==> src/rtl/mem_rr_arbiter_if.sv <==
// Requester, response and memory-pin bundle for mem_rr_arbiter.
// master: client/memory side; slave: the arbiter itself.
interface mem_rr_arbiter_if #(
  parameter int unsigned width = 5,
  parameter int unsigned depth = 4
);
  localparam int unsigned AW = $clog2(depth);

  logic             req0_valid;
  logic             req0_ready;
  logic             req0_we;
  logic [AW-1:0]    req0_addr;
  logic [width-1:0] req0_wdata;

  logic             req1_valid;
  logic             req1_ready;
  logic             req1_we;
  logic [AW-1:0]    req1_addr;
  logic [width-1:0] req1_wdata;

  logic             rsp0_valid;
  logic [width-1:0] rsp0_data;
  logic             rsp1_valid;
  logic [width-1:0] rsp1_data;

  logic             mem_wen;
  logic [AW-1:0]    mem_waddr;
  logic [width-1:0] mem_wdata;
  logic [AW-1:0]    mem_raddr;
  logic [width-1:0] mem_rdata;

  modport master (
    output req0_valid, req0_we, req0_addr, req0_wdata,
    output req1_valid, req1_we, req1_addr, req1_wdata,
    input  req0_ready, req1_ready,
    input  rsp0_valid, rsp0_data, rsp1_valid, rsp1_data,
    input  mem_wen, mem_waddr, mem_wdata, mem_raddr,
    output mem_rdata
  );

  modport slave (
    input  req0_valid, req0_we, req0_addr, req0_wdata,
    input  req1_valid, req1_we, req1_addr, req1_wdata,
    output req0_ready, req1_ready,
    output rsp0_valid, rsp0_data, rsp1_valid, rsp1_data,
    output mem_wen, mem_waddr, mem_wdata, mem_raddr,
    input  mem_rdata
  );
endinterface

==> src/rtl/mem_rr_arbiter.sv <==
// Round-robin arbiter sharing one sync-read memory between two requesters;
// read data returns one cycle after grant, tagged to the issuing requester.
module mem_rr_arbiter #(
  parameter int unsigned width = 5,
  parameter int unsigned depth = 4
) (
  input logic             clk,
  input logic             arst,
  mem_rr_arbiter_if.slave bus
);
  localparam int unsigned AW = $clog2(depth);

  logic             gnt0;
  logic             gnt1;
  logic             xfer;
  logic             sel_id;
  logic             sel_we;
  logic [AW-1:0]    sel_addr;
  logic [width-1:0] sel_wdata;

  logic last_grant_q, last_grant_d;
  logic rsp_pend_q, rsp_pend_d;
  logic rsp_id_q, rsp_id_d;

  // Grants are masked while reset is held so nothing transfers during reset.
  always_comb begin
    gnt0 = 1'b0;
    gnt1 = 1'b0;
    if (!arst) begin
      unique case ({bus.req1_valid, bus.req0_valid})
        2'b01: gnt0 = 1'b1;
        2'b10: gnt1 = 1'b1;
        2'b11: begin
          if (last_grant_q) gnt0 = 1'b1;
          else              gnt1 = 1'b1;
        end
        default: ;
      endcase
    end
  end

  always_comb begin
    xfer      = gnt0 | gnt1;
    sel_id    = gnt1;
    sel_we    = gnt1 ? bus.req1_we    : bus.req0_we;
    sel_addr  = gnt1 ? bus.req1_addr  : bus.req0_addr;
    sel_wdata = gnt1 ? bus.req1_wdata : bus.req0_wdata;
  end

  always_comb begin
    bus.req0_ready = gnt0;
    bus.req1_ready = gnt1;
    bus.mem_wen    = xfer & sel_we;
    bus.mem_waddr  = (xfer & sel_we)  ? sel_addr  : '0;
    bus.mem_wdata  = (xfer & sel_we)  ? sel_wdata : '0;
    bus.mem_raddr  = (xfer & ~sel_we) ? sel_addr  : '0;
  end

  always_comb begin
    bus.rsp0_valid = rsp_pend_q & ~rsp_id_q;
    bus.rsp1_valid = rsp_pend_q &  rsp_id_q;
    bus.rsp0_data  = bus.rsp0_valid ? bus.mem_rdata : '0;
    bus.rsp1_data  = bus.rsp1_valid ? bus.mem_rdata : '0;
  end

  always_comb begin
    last_grant_d = xfer ? sel_id : last_grant_q;
    rsp_pend_d   = xfer & ~sel_we;
    rsp_id_d     = (xfer & ~sel_we) ? sel_id : rsp_id_q;
  end

  // Reset value 1 lets requester 0 win the first contention.
  always_ff @(posedge clk or posedge arst) begin
    if (arst) begin
      last_grant_q <= 1'b1;
      rsp_pend_q   <= 1'b0;
      rsp_id_q     <= 1'b0;
    end else begin
      last_grant_q <= last_grant_d;
      rsp_pend_q   <= rsp_pend_d;
      rsp_id_q     <= rsp_id_d;
    end
  end
endmodule

==> src/flat_wrapper.sv <==
// flat-port wrapper written by rule: the top's interface ports become plain ports
module mem_rr_arbiter_flat 
#(
  parameter int unsigned width = 5,
  parameter int unsigned depth = 4
)
  (clk, arst, bus_req0_valid, bus_req0_we, bus_req0_addr, bus_req0_wdata, bus_req1_valid, bus_req1_we, bus_req1_addr, bus_req1_wdata, bus_req0_ready, bus_req1_ready, bus_rsp0_valid, bus_rsp0_data, bus_rsp1_valid, bus_rsp1_data, bus_mem_wen, bus_mem_waddr, bus_mem_wdata, bus_mem_raddr, bus_mem_rdata);
  mem_rr_arbiter_if #(.width(width), .depth(depth)) bus_i ();
  input logic clk;
  input logic arst;
  input wire logic [$bits(bus_i.req0_valid)-1:0] bus_req0_valid;
  input wire logic [$bits(bus_i.req0_we)-1:0] bus_req0_we;
  input wire logic [$bits(bus_i.req0_addr)-1:0] bus_req0_addr;
  input wire logic [$bits(bus_i.req0_wdata)-1:0] bus_req0_wdata;
  input wire logic [$bits(bus_i.req1_valid)-1:0] bus_req1_valid;
  input wire logic [$bits(bus_i.req1_we)-1:0] bus_req1_we;
  input wire logic [$bits(bus_i.req1_addr)-1:0] bus_req1_addr;
  input wire logic [$bits(bus_i.req1_wdata)-1:0] bus_req1_wdata;
  output wire logic [$bits(bus_i.req0_ready)-1:0] bus_req0_ready;
  output wire logic [$bits(bus_i.req1_ready)-1:0] bus_req1_ready;
  output wire logic [$bits(bus_i.rsp0_valid)-1:0] bus_rsp0_valid;
  output wire logic [$bits(bus_i.rsp0_data)-1:0] bus_rsp0_data;
  output wire logic [$bits(bus_i.rsp1_valid)-1:0] bus_rsp1_valid;
  output wire logic [$bits(bus_i.rsp1_data)-1:0] bus_rsp1_data;
  output wire logic [$bits(bus_i.mem_wen)-1:0] bus_mem_wen;
  output wire logic [$bits(bus_i.mem_waddr)-1:0] bus_mem_waddr;
  output wire logic [$bits(bus_i.mem_wdata)-1:0] bus_mem_wdata;
  output wire logic [$bits(bus_i.mem_raddr)-1:0] bus_mem_raddr;
  input wire logic [$bits(bus_i.mem_rdata)-1:0] bus_mem_rdata;
  assign bus_i.req0_valid = bus_req0_valid;
  assign bus_i.req0_we = bus_req0_we;
  assign bus_i.req0_addr = bus_req0_addr;
  assign bus_i.req0_wdata = bus_req0_wdata;
  assign bus_i.req1_valid = bus_req1_valid;
  assign bus_i.req1_we = bus_req1_we;
  assign bus_i.req1_addr = bus_req1_addr;
  assign bus_i.req1_wdata = bus_req1_wdata;
  assign bus_req0_ready = bus_i.req0_ready;
  assign bus_req1_ready = bus_i.req1_ready;
  assign bus_rsp0_valid = bus_i.rsp0_valid;
  assign bus_rsp0_data = bus_i.rsp0_data;
  assign bus_rsp1_valid = bus_i.rsp1_valid;
  assign bus_rsp1_data = bus_i.rsp1_data;
  assign bus_mem_wen = bus_i.mem_wen;
  assign bus_mem_waddr = bus_i.mem_waddr;
  assign bus_mem_wdata = bus_i.mem_wdata;
  assign bus_mem_raddr = bus_i.mem_raddr;
  assign bus_i.mem_rdata = bus_mem_rdata;
  mem_rr_arbiter #(.width(width), .depth(depth)) u_core (.clk(clk), .arst(arst), .bus(bus_i));
endmodule
==> config.mk <==
export PLATFORM = sky130hd
export DESIGN_NAME = mem_rr_arbiter_flat
export DESIGN_NICKNAME = d
export VERILOG_FILES = /design/src/rtl/mem_rr_arbiter_if.sv /design/src/rtl/mem_rr_arbiter.sv /design/src/flat_wrapper.sv
export SDC_FILE = /design/constraint.sdc
export NUM_CORES = 1
export LEC_CHECK = 0
export ABC_AREA = 0
export BUFFER_PORTS_ARGS = -buffer_cell sky130_fd_sc_hd__buf_2
export CELL_PAD_IN_SITES_DETAIL_PLACEMENT = 0
export CELL_PAD_IN_SITES_GLOBAL_PLACEMENT = 2
export CORE_UTILIZATION = 14
export CTS_CLUSTER_DIAMETER = 200
export CTS_CLUSTER_SIZE = 8
export DETAILED_ROUTE_END_ITERATION = 7
export GPL_TIMING_DRIVEN = 1
export PLACE_DENSITY = 0.8
export SYNTH_ARGS = -nofsm -noshare
export SYNTH_HDL_FRONTEND = slang
export SYNTH_SLANG_ARGS = --single-unit
==> constraint.sdc <==
create_clock -name clk -period 1.6 [get_ports clk]
set_input_delay 0 -clock clk [delete_from_list [all_inputs] [get_ports clk]]
set_output_delay 0 -clock clk [all_outputs]
set_load 0.02 [all_outputs]
==> results by group <==
Timing
  • Period minus WS final: around 1.6 ns
  • Slew Viols, Final: 0
  • Final hold violation count: 0
  • Hold WS: 0.08065 ns
  • Unrepaired setup endpoints after global routing: true
  • Highest Clock Rate: between 600 and 700 MHz
  • Worst Skew: 0.005404 ns
  • Number of failing setup endpoints in the final timing report: 0
  • Setup TNS: 0 ns
  • Worst Max-Slew Pin Slew: roughly 0.38 ns
  • Tcrit/Tclk final: 0.9936
  • Worst relative slew slack: 0.7453

Pwr
  • Leakage power of the design: 0.4240 nW
  • Total power of the final layout: 0.4864 mW
  • Power density cells: 605.5 nW/um^2
  • Peak VDD IR: 259.3 uV

CTS
  • Post-CTS setup buffer count: 0
  • Total clock buffers created by CTS: 3
  • Latest clock arrival within the worst-skew pair: 0.23 ns
  • Cell at the root of the clock tree: sky130_fd_sc_hd__clkbuf_4
  • TritonCTS sink count: 3
  • Maximum clock path buffer count: 2
  • Maximum level of the CTS H-tree: 1
  • Clock-pin transition on the worst setup and hold timing paths: 0.04 ns
  • TritonCTS clock tree: yes

Detailed routing
  • Starting DRC count in detailed routing: 21
  • Via density: 4.696
  • TritonRoute pass-1 iters: 3
  • Number of antenna-violating nets in the routed design: 0
  • Wire length reported by the detailed router: about 1700 um
  • DRC Markers: 0
  • Average detailed-routed wire length per instance: 12.38 um
  • Via Count: 648

Layout
  • Antenna diode instance count: 0
  • Share of final-layout standard cells stronger than drive strength 1: 0.6168
  • Most common cell after layout, fill and taps aside: sky130_fd_sc_hd__buf_2
  • Area growth, synth to finish: 92.22%
  • Number of nets in the finished design: about 130
  • Final Non-Filler Cells: 138
  • Leading cell types in the layout, fill and taps excluded: 42 x sky130_fd_sc_hd__buf_2, 8 x sky130_fd_sc_hd__nand3_1, 6 x sky130_fd_sc_hd__and2_1, 6 x sky130_fd_sc_hd__buf_4, 5 x sky130_fd_sc_hd__and3_1
  • Finished Core Util: 0.2888

GRT
  • Total GRT Usage: 0.1097
  • Global-route wire length before repair: 2691 um
  • Remaining global-route overflow: 0
  • Pin count of the biggest net entering global routing: 20
  • Vias in the first global route: ~600
  • Number of antenna violations at the first check in global routing: 0

Worst setup path
  • Worst path buffer plus inverter count: 1
  • Max incr delay on CP: 0.39 ns
  • Slowest cell on crit path: sky130_fd_sc_hd__dfstp_2
  • Biggest fanout along the worst timing path: 9
  • Type of element capturing the critical path: output port
  • Worst path top cell family by delay: compound AO/OA/AOI/OAI gates
  • Critical path type: flop to output port
  • Data arrival time at the worst-slack endpoint: 1.59 ns
  • Required arrival time at the worst endpoint: 1.60 ns
  • Chain of cells forming the critical path: a21bo_4 > or3_4 > a22oi_2 > buf_4
  • Crit start category: flop

Synthesis
  • Post-Syn Nets: 81
  • Number of standard cells after synthesis: 56
  • Average footprint of a synthesized cell: 7.463 sq um
  • Proportion of synthesized chip area in sequential cells: 0.1826
  • Post-synthesis cell area: 417.9 sq um
  • Flops & latches, synth: 3
  • Synth cell types: 23
  • Yosys warning total: 0

Placement
  • Number of placed cells counting well taps: approximately 130
  • Weighted congestion reported at the end of routability-driven placement: between 0.7 and 0.8
  • Half-perimeter wire length after placement: roughly 1300 um
  • Number of I/O port buffers: 48

Floorplanning
  • Full die area: 3208 sq um
  • IO Pins: 49
  • Die X: 56.64 um
  • Y dimension of the die: approximately 57 um
  • Core Box Area: 2781 sq um
  • Starting utilization of the core area: 0.1502
  • FP Rows: 19

Run status
  • Outcome: complete, no violations

Hold path
  • Type of the worst min-delay path: input pin to flop

Job
  • Max Cap Violations: 0
cell type report:
class | instances | area, sq um
Clock buffer | 4 | 26.28
Fill cell | 303 | 1978
Inverter | 1 | 6.256
Multi-Input combinational cell | 49 | 379.1
Sequential cell | 3 | 76.32
Tap cell | 31 | 38.79
Timing Repair Buffer | 50 | 276.5
sequential cells by signal, summed over array words and instances, names as in the netlist:
| signal | count |
|---|---|
| u_core.last_grant_q | 1 |
| u_core.rsp_pend_q | 1 |
| u_core.rsp_id_q | 1 |
stage by stage:
stage | cell area (sq um) | setup slack (ns)
finish | 803.3 | 0.01030
global route | 803.3 | -0.05280
CTS | 759.5 | -0.01140
detailed placement | 689.4 | 0.1791
global placement | 689.4 | 0.2272
floorplan | 417.9 | 0.1763
layer usage:
metal / global-route usage / routed length (um)
met1: 0.1245 / 659
met2: 0.1849 / 859
met3: 0.03226 / 165
met4: 0.05575 / 23
met5: 0 / 0
report_power, final:
group	switching (mW)	internal [mW]	total [mW]
registers	0.0211	0.0931	0.114
logic	0.135	0.103	0.238
clock network	0.0402	0.0935	0.134
cells by family (layout without fill, tap and decap cells):
group,after synthesis,after routing,share of synthesized area
and+or+nand+nor,27,27,0.3713
AOI/OAI and AO/OA,22,22,0.4012
buffers and inverters,4,55,0.04489
DFF,3,3,0.1827
worst register-to-register path, stage by stage, from the launching register on:
cell and delay (ns):
sky130_fd_sc_hd__dfstp_2 0.59, sky130_fd_sc_hd__nand2b_4 0.17, sky130_fd_sc_hd__nand3_1 0.16, sky130_fd_sc_hd__a21bo_1 0.23
cell usage after synthesis:
cell type / count / area, sq um
sky130_fd_sc_hd__a21oi_1: 1 / 5.000
sky130_fd_sc_hd__and3_2: 1 / 7.510
sky130_fd_sc_hd__nand3_1: 8 / 40.04
sky130_fd_sc_hd__or3_4: 1 / 11.26
sky130_fd_sc_hd__a21boi_2: 1 / 11.26
sky130_fd_sc_hd__nor2b_1: 1 / 6.260
sky130_fd_sc_hd__dfstp_2: 1 / 26.28
sky130_fd_sc_hd__a32oi_2: 1 / 16.27
sky130_fd_sc_hd__a22oi_1: 2 / 15.01
sky130_fd_sc_hd__dfrtp_1: 2 / 50.05
sky130_fd_sc_hd__nand2_1: 1 / 3.750
sky130_fd_sc_hd__a21bo_4: 1 / 16.27
sky130_fd_sc_hd__nand2b_1: 1 / 6.260
sky130_fd_sc_hd__buf_2: 3 / 15.01
sky130_fd_sc_hd__inv_2: 1 / 3.750
sky130_fd_sc_hd__and3_1: 5 / 31.28
sky130_fd_sc_hd__nor2_1: 3 / 11.26
sky130_fd_sc_hd__a21bo_1: 1 / 10.01
sky130_fd_sc_hd__o21ai_0: 4 / 20.02
sky130_fd_sc_hd__a211oi_1: 7 / 52.55
sky130_fd_sc_hd__o21ai_1: 3 / 15.01
sky130_fd_sc_hd__a31oi_1: 1 / 6.260
sky130_fd_sc_hd__and2_1: 6 / 37.54
worst paths after layout:
| kind | start | end | slack (ns) | cells past startpoint |
|---|---|---|---|---|
| max | u_core.last_grant_q | bus_mem_raddr[0] | 0.01 | 4 |
| min | bus_req0_valid | u_core.last_grant_q | 0.08 | 2 |
| max reg2reg | u_core.last_grant_q | u_core.rsp_id_q | 0.34 | 3 |
| min reg2reg | u_core.last_grant_q | u_core.last_grant_q | 0.58 | 2 |
| max in group asynchronous | arst | u_core.last_grant_q | 1.00 | 3 |
| min in group asynchronous | arst | u_core.rsp_pend_q | 0.39 | 3 |
timing repair:
item / CTS / global route
pin swaps: 0 / 1
hold endpoints to repair: 2 / 0
hold buffers: 1 / 0
cloned: 0 / 0
resized for setup: 6 / 11
endpoints found under the setup margin: 9 / 9
Power figures use the tool's default switching activity.
